$ cat config.mk
export PLATFORM = sky130hd
export DESIGN_NAME = serdes_lane_align
export DESIGN_NICKNAME = d
export VERILOG_FILES = /design/src/rtl/serdes_align_pkg.sv /design/src/rtl/lane_align_fsm.sv /design/src/rtl/serdes_lane_align.sv
export SDC_FILE = /design/constraint.sdc
export NUM_CORES = 1
export LEC_CHECK = 0
export BUFFER_PORTS_ARGS = -buffer_cell sky130_fd_sc_hd__buf_2
export CORE_MARGIN = 8
export CORE_UTILIZATION = 50
export DETAILED_ROUTE_END_ITERATION = 12
export GPL_TIMING_DRIVEN = 0
export HOLD_SLACK_MARGIN = 0.06
export PLACE_DENSITY = 0.75
export SKIP_CTS_REPAIR_TIMING = 1
export SLEW_MARGIN = 20
export SYNTH_ARGS = -nofsm -noshare
export SYNTH_HDL_FRONTEND = slang
export SYNTH_SLANG_ARGS = --single-unit
$ cat constraint.sdc
create_clock -name clk -period 2.7 [get_ports clk]
set_input_delay 0.135 -clock clk [delete_from_list [all_inputs] [get_ports clk]]
set_output_delay 0.135 -clock clk [all_outputs]
set_load 0.1 [all_outputs]
$ cat src/rtl/serdes_align_pkg.sv
// Shared types, defaults and helpers for the F2F serdes lane-alignment block.
package serdes_align_pkg;

  localparam int unsigned DEF_LANES     = 5;
  localparam int unsigned DEF_SER_W     = 8;
  localparam logic [7:0]  DEF_TRAIN_PAT = 8'h0F;
  localparam int unsigned DEF_MATCH_CNT = 16;
  localparam int unsigned DEF_SLIP_WAIT = 4;

  typedef enum logic [2:0] {
    IDLE,
    CHECK,
    SLIP,
    WAIT,
    LOCKED,
    FAIL
  } lane_state_t;

  // Width of a saturating counter that must hold values 0..max_val.
  function automatic int unsigned cnt_w(input int unsigned max_val);
    return $clog2(max_val + 1);
  endfunction

endpackage

$ cat src/rtl/lane_align_fsm.sv
// One lane's bitslip-alignment state machine: compares the received word with
// the training pattern, pulses bitslip until it matches, then locks or fails.
module lane_align_fsm
  import serdes_align_pkg::*;
#(
  parameter int unsigned      SER_W     = DEF_SER_W,
  parameter logic [SER_W-1:0] TRAIN_PAT = SER_W'(DEF_TRAIN_PAT),
  parameter int unsigned      MATCH_CNT = DEF_MATCH_CNT,
  parameter int unsigned      SLIP_WAIT = DEF_SLIP_WAIT
) (
  input  logic             clk,
  input  logic             reset_n,
  input  logic             train_start,
  input  logic [SER_W-1:0] rx_word,
  output logic             bitslip,
  output logic             locked,
  output logic             fail
);

  localparam int unsigned MCW = cnt_w(MATCH_CNT);
  localparam int unsigned SCW = cnt_w(SER_W);
  localparam int unsigned WCW = cnt_w(SLIP_WAIT);

  lane_state_t    state_q, state_d;
  logic [MCW-1:0] match_q, match_d;
  logic [SCW-1:0] slip_q,  slip_d;
  logic [WCW-1:0] wait_q,  wait_d;
  logic           word_match;

  assign word_match = (rx_word == TRAIN_PAT);

  // State, counters and registered state decodes.
  always_ff @(posedge clk or negedge reset_n) begin
    if (!reset_n) begin
      state_q <= IDLE;
      match_q <= '0;
      slip_q  <= '0;
      wait_q  <= '0;
      bitslip <= 1'b0;
      locked  <= 1'b0;
      fail    <= 1'b0;
    end else begin
      state_q <= state_d;
      match_q <= match_d;
      slip_q  <= slip_d;
      wait_q  <= wait_d;
      bitslip <= (state_d == SLIP);
      locked  <= (state_d == LOCKED);
      fail    <= (state_d == FAIL);
    end
  end

  // Next-state logic; a restart overrides every other transition.
  always_comb begin
    state_d = state_q;
    match_d = match_q;
    slip_d  = slip_q;
    wait_d  = wait_q;
    if (train_start) begin
      state_d = CHECK;
      match_d = '0;
      slip_d  = '0;
      wait_d  = '0;
    end else begin
      case (state_q)
        CHECK: begin
          if (word_match) begin
            if (match_q == MCW'(MATCH_CNT - 1)) state_d = LOCKED;
            if (match_q != MCW'(MATCH_CNT))     match_d = match_q + MCW'(1);
          end else begin
            match_d = '0;
            state_d = (slip_q == SCW'(SER_W)) ? FAIL : SLIP;
          end
        end
        SLIP: begin
          state_d = WAIT;
          match_d = '0;
          wait_d  = '0;
          if (slip_q != SCW'(SER_W)) slip_d = slip_q + SCW'(1);
        end
        WAIT: begin
          match_d = '0;
          if (wait_q == WCW'(SLIP_WAIT - 1)) state_d = CHECK;
          else                               wait_d  = wait_q + WCW'(1);
        end
        default: ;
      endcase
    end
  end

endmodule

$ cat src/rtl/serdes_lane_align.sv
// F2F link alignment: TX word/tristate registers, one alignment FSM per RX lane,
// and the link-up qualified RX data path.
module serdes_lane_align
  import serdes_align_pkg::*;
#(
  parameter int unsigned      LANES     = DEF_LANES,
  parameter int unsigned      SER_W     = DEF_SER_W,
  parameter logic [SER_W-1:0] TRAIN_PAT = SER_W'(DEF_TRAIN_PAT),
  parameter int unsigned      MATCH_CNT = DEF_MATCH_CNT,
  parameter int unsigned      SLIP_WAIT = DEF_SLIP_WAIT
) (
  input  logic                   clk,
  input  logic                   reset_n,
  input  logic                   train_start,
  input  logic                   tx_train,
  input  logic                   tx_en,
  input  logic [LANES*SER_W-1:0] tx_din,
  input  logic [LANES*SER_W-1:0] rx_word,
  output logic [LANES*SER_W-1:0] tx_dout,
  output logic                   tx_tristate,
  output logic [LANES-1:0]       bitslip,
  output logic [LANES-1:0]       lane_locked,
  output logic [LANES-1:0]       lane_fail,
  output logic                   link_up,
  output logic [LANES*SER_W-1:0] rx_dout,
  output logic                   rx_valid
);

  // TX pads and link-level RX qualification.
  always_ff @(posedge clk or negedge reset_n) begin
    if (!reset_n) begin
      tx_dout     <= '0;
      tx_tristate <= 1'b1;
      link_up     <= 1'b0;
      rx_dout     <= '0;
      rx_valid    <= 1'b0;
    end else begin
      tx_dout     <= tx_train ? {LANES{TRAIN_PAT}} : tx_din;
      tx_tristate <= ~tx_en;
      link_up     <= &lane_locked;
      rx_dout     <= rx_word;
      rx_valid    <= link_up;
    end
  end

  for (genvar i = 0; i < LANES; i++) begin : g_lane
    lane_align_fsm #(
      .SER_W     (SER_W),
      .TRAIN_PAT (TRAIN_PAT),
      .MATCH_CNT (MATCH_CNT),
      .SLIP_WAIT (SLIP_WAIT)
    ) u_fsm (
      .clk         (clk),
      .reset_n     (reset_n),
      .train_start (train_start),
      .rx_word     (rx_word[i*SER_W +: SER_W]),
      .bitslip     (bitslip[i]),
      .locked      (lane_locked[i]),
      .fail        (lane_fail[i])
    );
  end

endmodule

* Yosys cells after proc, flatten, opt, wreduce, memory -nomap -nowiden
Index checks and enable logic that the tools add are counted.
Word-level totals: output and inout bits 98, register bits after elaboration 173, bits of input ports 85, word-level logic and storage cells 248
Cells by class: add/sub/neg operators 15, bitwise logic cells 1, mux-type cells 81, reductions and logical operators 41, eq/ne operators 70
Operator list (number):
- $mux 3 | 35
- $mux 5 | 15
- $eq 3x2->1 const B | 20
- $mux 4 | 15
- $pmux 5 s2 | 5
- $pmux 3 s3 | 5
- $eq 8x4->1 const B | 5
- $mux 40 | 1
- $ne 4x4->1 const B | 10
- $eq 3x3->1 const B | 10
- $pmux 3 s2 | 5
- $reduce_and 2->1 | 15
- $reduce_bool 3->1 | 10
- $add 5x1->5 const B | 5
- $eq 5x4->1 const B | 5
- $ne 5x5->1 const B | 5
- $add 4x1->4 const B | 5
- $eq 4x4->1 const B | 5
- $reduce_bool 2->1 | 10
- $add 3x1->3 const B | 5
- $eq 3x1->1 const B | 5
- $ne 3x3->1 const B | 5
- $reduce_or 2->1 | 5
- $reduce_and 5->1 | 1
- $not 1->1 | 1

* Logic depth before layout (Yosys ltp)
Gate-level depths: netlist of run 1.
depth after elaboration 6, mapped depth 7, depth with buffers taken out 7

* Cells and area by module
A second synthesis of run 1 with hierarchy kept.
Unflattened totals: cells, all modules 681, area total of the unflattened synthesis 7788.7 sq um
By module, submodules not included:
- lane_align_fsm | cells each 110, area each 1084.8 sq um, times used 5
- serdes_lane_align | cells each 131, area each 2364.8 sq um, times used 1

* Worst setup path before layout of run 1
No wires, ideal clock.
path type register to register, start register g_lane[4].u_fsm.match_q[2], end register g_lane[4].u_fsm.match_q[4], clock period less this slack 1.891 ns, setup slack 0.809 ns, buffers on the path 0, required time 2.575 ns, library setup time 0.125 ns, data arrival time 1.766 ns, stages on the path, launching flop included 5, path through dfrtp_1 > or4_1 > or4_4 > and2_4 > mux2_4
On the way: cells in the longest elaborated chain, start to end 5, elaborated cells between the ends (all ways) 8, those cells by class add/sub: 1; eq/ne: 2; mux: 4; reduce/logical: 1
RTL lines:
- start, declared | line lane_align_fsm.sv:25 | logic [MCW-1:0] match_q, match_d;
- start signal, assigned | line lane_align_fsm.sv:44 | match_q <= match_d;
- $add 5x1->5 | line lane_align_fsm.sv:69 | if (match_q != MCW'(MATCH_CNT)) match_d = match_q + MCW'(1);
- $mux 5 | line lane_align_fsm.sv:69
- $mux 5 | line lane_align_fsm.sv:67 | if (word_match) begin
- $pmux 5 s2 | line lane_align_fsm.sv:65 | case (state_q)
- $mux 5 | line lane_align_fsm.sv:59 | if (train_start) begin
Parallel ways exist; a longest one is shown, timed or not. The select of a mux whose other input is x is not followed. A chain may end at the register's enable or synchronous reset.

* Worst setup path in the final report of run 1
start input port rx_word[31], end register g_lane[3].u_fsm.locked
On the way: cells in the longest elaborated chain, start to end 5
RTL lines:
- start, declared | line serdes_lane_align.sv:18 | input logic [LANES*SER_W-1:0] rx_word,
- $eq 8x4->1 | line lane_align_fsm.sv:30 | assign word_match = (rx_word == TRAIN_PAT);
- $mux 3 | line lane_align_fsm.sv:67
- $pmux 3 s3 | line lane_align_fsm.sv:65
- $mux 3 | line lane_align_fsm.sv:59
- via g_lane[3].u_fsm.state_d[1] | line lane_align_fsm.sv:24 | lane_state_t state_q, state_d;
- $eq 3x3->1 | line lane_align_fsm.sv:48 | locked <= (state_d == LOCKED);
- end signal, assigned | line lane_align_fsm.sv:48
- end, declared | line lane_align_fsm.sv:16 | output logic locked,
The timed path passes the listed nets, and every way through them passes these cells.

==> results.py, run 1 <==
metrics = {
    "placement": {
        "port_buffers": 181,
        "dpl.hpwl_um": 12360,
        "gp_congestion": 0.8217,
        "place_inst": 1055,
        "post-place-ws_ps": 239.5,
        "placedInstanceArea_mm2": 0.008820,
    },
    "final_layout": {
        "layout_common_cells": "180 x buf_2, 172 x dfrtp_1, 82 x dlygate4sd3_1",
        "drive_above_1_share_pct": 26.40,
        "multiInputGateArea_mm2": 0.002920,
        "register_area_mm2": 0.004330,
        "final_common_cell": "buf_2",
        "antennaDiodeCount": 0,
        "nets": 1088,
        "fin_cells": 1169,
        "area_delta_synth_final_pct": 33.57,
        "fin_util_pct": 67.64,
        "num-fill-cells": 1142,
        "final_area_mm2": 0.01021,
    },
    "synthesis": {
        "synth_edf_count": 0,
        "synth_top_family_by_area": "simple AND/OR/NAND/NOR gates",
        "synth.ff_latch_count": 173,
        "syn_area_per_cell_um2": 11.15,
        "muxShareOfSynthArea_pct": 1.294,
        "syn_inst": 685,
        "synth_nets": 805,
        "async_reset_ff_share_pct": 100.0,
        "synthSimpleGateAreaFrac_pct": 19.42,
        "synth_warnings": 0,
        "synth-seq-area-share_pct": 56.67,
        "synth_ff_type": "dfrtp_1",
        "synth-adder-area-share_pct": 5.731,
        "netlist_area_mm2": 0.007641,
        "synth_cell_types": 65,
        "synth-compound-area-share_pct": 10.17,
        "synth_xor_area_share_pct": 1.605,
    },
    "worst_setup_path": {
        "rrSetupSlack_ps": 380,
        "end_kind": "register",
        "crit_family": "simple AND/OR/NAND/NOR gates",
        "cp_slowest_cell": "nor4_1",
        "r2r_cells": 6,
        "worstPathCellList": "dlygate4sd3_1, buf_2, nor4_1, a2111oi_0, o21ai_0, inv_1, nor4b_1",
        "timing.rr.end": "g_lane[3].u_fsm.locked",
        "cpPeakStageDelay_ps": 690,
        "critical_path_buf_inv_count": 3,
        "cp_data_arrival_time_ps": 2800,
        "cp-start-kind": "input port",
        "cp.required_ps": 2940,
        "critPathKind": "input port to register",
        "critPathMaxFanout": 6,
        "reg2reg_from": "g_lane[3].u_fsm.state_q[2]",
    },
    "floorplanning": {
        "chipHeight_um": 139.6,
        "initial_core_util_pct": 50.64,
        "die_w_um": 139.6,
        "num_rows": 45,
        "io_pins": 183,
        "die-area_mm2": 0.01949,
        "core-area_mm2": 0.01509,
    },
    "detailed_routing": {
        "ant_nets": 0,
        "vias": 6111,
        "drt_iter0_markers": 278,
        "wirelength_um": 18570,
        "wl_per_cell_um": 15.89,
        "post-route-drc-count": 0,
        "firstDrtPassIters": 4,
        "vias_per_cell": 5.228,
    },
    "hold_path": {
        "hold_end": "tx_dout[23]",
        "min_path_type": "input port to register",
        "hold_start": "tx_train",
        "hold_depth": 2,
    },
    "timing": {
        "worst_pin_slew_ps": 839.3,
        "drv_slew": 0,
        "clock_skew_ps": 9.508,
        "period_share_pct": 94.59,
        "rsz0062_at_grt": "no",
        "tns_ps": 0,
        "max-slew-margin-rel_pct": 43.53,
        "fin_hold_ws_ps": 85.81,
        "post-route-min-period_ps": 2554,
        "clock.fmax_mhz": 391.5,
        "hold_viol": 0,
        "finalSetupViolations": 0,
        "post-route-worst-setup-slack_ps": 145.9,
    },
    "power": {
        "ir_worst_vdd_v": 0.0004575,
        "power_mw": 6.197,
        "power.density_mw_per_mm2": 607.2,
        "p_leak_nw": 4.815,
    },
    "grt": {
        "overflow": 0,
        "grt_max_degree": 91,
        "grt_pass1_wl_um": 28360,
        "antenna_found_initial": 0,
        "first_global_vias": 5939,
        "track_usage_pct": 17.92,
    },
    "cts": {
        "clockRootBuffer": "clkbuf_16",
        "cts_buffers": 17,
        "cts_sinks": 173,
        "cts_tree": "yes",
        "ctsLongestPathBuffers": 2,
        "path_clk_slew_ps": 60,
        "clk_latency_ps": 430,
        "cts_max_level": 4,
    },
    "outcome": {
        "status": "complete, no violations",
    },
    "run": {
        "drv_cap": 0,
    },
}
==> layout make-up <==
type | instances | share of cell area (%)
multi-input cells | 423 | 28.61
flip-flops and latches | 173 | 42.43
clock buffers | 23 | 4.683
clock inverters | 9 | 0.8582
repair buffers | 264 | 17.29
well taps | 188 | 2.305
inverters | 52 | 1.912
plain buffers | 37 | 1.912
==> where the power goes <==
group | switching [mW] | internal (mW) | leakage [nW]
Combinational | 0.829 | 0.297 | 2.36
Clock | 0.980 | 1.34 | 0.265
Sequential | 0.0542 | 2.69 | 2.19
Total | 1.86 | 4.33 | 4.82
==> flip-flops by register name (all words and copies together) (netlist names) <==
| signal | cells |
|---|---|
| rx_valid | 1 |
| g_lane.u_fsm.locked | 5 |
| rx_dout | 40 |
| g_lane.u_fsm.state_q | 15 |
| g_lane.u_fsm.bitslip | 5 |
| tx_tristate | 1 |
| link_up | 1 |
| g_lane.u_fsm.match_q | 25 |
| tx_dout | 40 |
| g_lane.u_fsm.fail | 5 |
| g_lane.u_fsm.wait_q | 15 |
| g_lane.u_fsm.slip_q | 20 |
==> worst max path at each step <==
stage / startpoint / to / slack [ps] / cells after the start
6_report: rx_word[31] / g_lane[3].u_fsm.locked / 150 / 7
2_1_floorplan: g_lane[4].u_fsm.match_q[2] / g_lane[4].u_fsm.match_q[4] / 810 / 4
3_3_place_gp: reset_n / g_lane[4].u_fsm.match_q[1] / -1150 / 1
5_1_grt: rx_word[31] / g_lane[3].u_fsm.locked / 6 / 7
4_1_cts: g_lane[3].u_fsm.state_q[2] / g_lane[3].u_fsm.locked / 400 / 6
3_5_place_dp: rx_word[29] / g_lane[3].u_fsm.locked / 240 / 6
==> Yosys cell counts (all sizes together) (6+ instances only) <==
cell type,number,area [um^2]
buf,18,123.9
nor3b,14,105.1
or2,22,137.6
a211oi,9,67.56
clkbuf,19,71.32
nor4,11,75.07
nand2b,9,56.30
xnor2,9,78.83
inv,52,195.2
a21oi,19,95.09
nor2b,30,187.7
or4,6,52.55
nand2,29,108.9
and4,6,52.55
o31ai,7,52.55
nand4,20,125.1
a22oi,8,60.06
o21ai,21,105.1
nor4b,6,52.55
and2,9,58.81
and3,7,43.79
and3b,6,52.55
ha,35,437.9
nand3,15,75.07
nor3,7,35.03
nor2,43,161.4
or3,7,43.79
dfrtp,172,4304
==> logic make-up after synthesis <==
family,Yosys count
AND/OR/NAND/NOR,254
flip-flops,173
adder cells (fa/ha/maj),35
buffers and inverters,89
XOR/XNOR,14
AO/OA/AOI/OAI,111
multiplexers,9
==> metal layers <==
metal | share of wire [%] | track usage [%]
met1 | 41 | 20.62
met2 | 48 | 29.04
met3 | 9.3 | 8.447
met4 | 1.1 | 5.943
met5 | 0 | 0
Note: power is estimated with default switching activity, not from simulation.
==> run 2, diff against run 1 <==
CTS_CLUSTER_DIAMETER = 200   (was default)
PLACE_DENSITY = 0.72   (was 0.75)
==> run 2 against run 1 <==
Net effect: combinational power hardly changed; count of clock-buffer cells in the layout stayed put; total power is 3.5% higher; worst hold slack better by 25 ps; critical path depth is 1 lower; first-iteration DRC count is 11% lower; final cell count stayed put; register-to-register slack better by 60 ps.
==> results.py, run 2 (synthesis gave the netlist of run 1 again) <==
metrics = {
    "outcome": {
        "status": "complete, no violations",
    },
    "power": {
        "p_leak_nw": 4.846,
        "power.density_mw_per_mm2": 624.8,
        "ir_worst_vdd_v": 0.0006894,
        "power_mw": 6.413,
    },
    "timing": {
        "hold_viol": 0,
        "tns_ps": 0,
        "period_share_pct": 83.86,
        "drv_slew": 0,
        "clock_skew_ps": 10.12,
        "post-route-min-period_ps": 2264,
        "clock.fmax_mhz": 441.6,
        "max-slew-margin-rel_pct": 39.19,
        "worst_pin_slew_ps": 903.8,
        "finalSetupViolations": 0,
        "rsz0062_at_grt": "no",
        "post-route-worst-setup-slack_ps": 435.7,
    },
    "grt": {
        "grt_max_degree": 99,
        "overflow": 0,
        "grt_pass1_wl_um": 28780,
        "first_global_vias": 5903,
        "antenna_found_initial": 0,
        "track_usage_pct": 18.19,
    },
    "placement": {
        "post-place-ws_ps": 231.8,
        "placedInstanceArea_mm2": 0.008820,
        "dpl.hpwl_um": 12630,
        "port_buffers": 181,
        "gp_congestion": 0.8292,
    },
    "cts": {
        "cts_sinks": 173,
        "cts_max_level": 4,
        "clk_latency_ps": 430,
        "cts_tree": "yes",
        "clockRootBuffer": "clkbuf_16",
        "cts_buffers": 17,
        "ctsLongestPathBuffers": 2,
        "path_clk_slew_ps": 70,
    },
    "detailed_routing": {
        "firstDrtPassIters": 4,
        "drt_iter0_markers": 248,
        "wirelength_um": 18920,
        "vias": 6106,
        "vias_per_cell": 5.223,
        "post-route-drc-count": 0,
        "ant_nets": 0,
        "wl_per_cell_um": 16.18,
    },
    "final_layout": {
        "antennaDiodeCount": 0,
        "drive_above_1_share_pct": 26.50,
        "reg_top3": "rx_dout (40), tx_dout (40), g_lane.u_fsm.match_q (25)",
        "final_area_mm2": 0.01026,
        "final_common_cell": "buf_2",
        "nets": 1088,
        "area_delta_synth_final_pct": 34.32,
        "layout_common_cells": "180 x buf_2, 172 x dfrtp_1, 82 x dlygate4sd3_1",
        "fin_util_pct": 68.02,
    },
    "floorplanning": {
        "initial_core_util_pct": 50.64,
        "core-area_mm2": 0.01509,
        "num_rows": 45,
        "chipHeight_um": 139.6,
        "io_pins": 183,
        "die_w_um": 139.6,
        "die-area_mm2": 0.01949,
    },
    "worst_setup_path": {
        "crit_family": "simple AND/OR/NAND/NOR gates",
        "worstPathCellList": "clkbuf_1, nand2b_1, clkbuf_1, nand2_1, o21bai_1, nor4b_1",
        "cp-start-kind": "register",
        "critical_path_buf_inv_count": 2,
        "cp_data_arrival_time_ps": 2510,
        "critPathKind": "register to register",
        "cp.required_ps": 2950,
        "cp_slowest_cell": "nor4b_1",
        "end_kind": "register",
        "crit_top_cell": "clkbuf_1",
        "cpPeakStageDelay_ps": 550,
        "critPathMaxFanout": 9,
    },
    "hold_path": {
        "min_path_type": "input port to register",
    },
    "run": {
        "drv_cap": 0,
    },
}
-- run 2: cell count changes in the layout (fill, tap and decap cells not counted) --
cell / previous run / this run
clkbuf_8: 3 / 4
clkinvlp_4: 4 / 3
clkbuf_1: 22 / 21
bufinv_16: 1 / 3
clkinv_2: 2 / 1
-- run 2: area by class of cell --
class,instances,area [um^2]
Sequential cell,173,4330
Timing Repair Buffer,264,1764
Multi-Input combinational cell,423,2920
Clock inverter,9,135.1
Fill cell,1141,4826
Tap cell,188,235.2
Clock buffer,23,488.0
Inverter,52,195.2
Buffer,37,195.2
-- run 2: per-stage QoR --
stage	cells	hold slack, ps
after floorplan	685	-160.6
after global routing	1169	117.6
after global placement	1054	246.0
after CTS	1087	-233.7
final	1169	110.6
after detailed placement	1055	224.3
-- run 2: final timing paths --
path	start	end	depth (start not counted)	slack, ps
max	g_lane[3].u_fsm.state_q[2]	g_lane[3].u_fsm.locked	6	440
min	tx_train	tx_dout[30]	2	110
max reg2reg	g_lane[3].u_fsm.state_q[2]	g_lane[3].u_fsm.locked	6	440
min reg2reg	link_up	rx_valid	0	380
max in group asynchronous	reset_n	tx_tristate	3	1590
min in group asynchronous	reset_n	rx_dout[4]	2	280
-- run 2: power by group --
group | internal, mW | total (mW) | switching (mW)
Clock | 1.56 | 2.53 | 0.978
Combinational | 0.297 | 1.13 | 0.833
Sequential | 2.69 | 2.75 | 0.0547
-- run 2: metal layers --
metal / global-route usage, % / routed length [um] / vias to the layer above
li1: - / - / 2968
met1: 20.73 / 7665 / 2946
met2: 29.29 / 9329 / 177
met3: 9.610 / 1728 / 15
met4: 5.200 / 195 / 0
met5: 0 / 0 / -
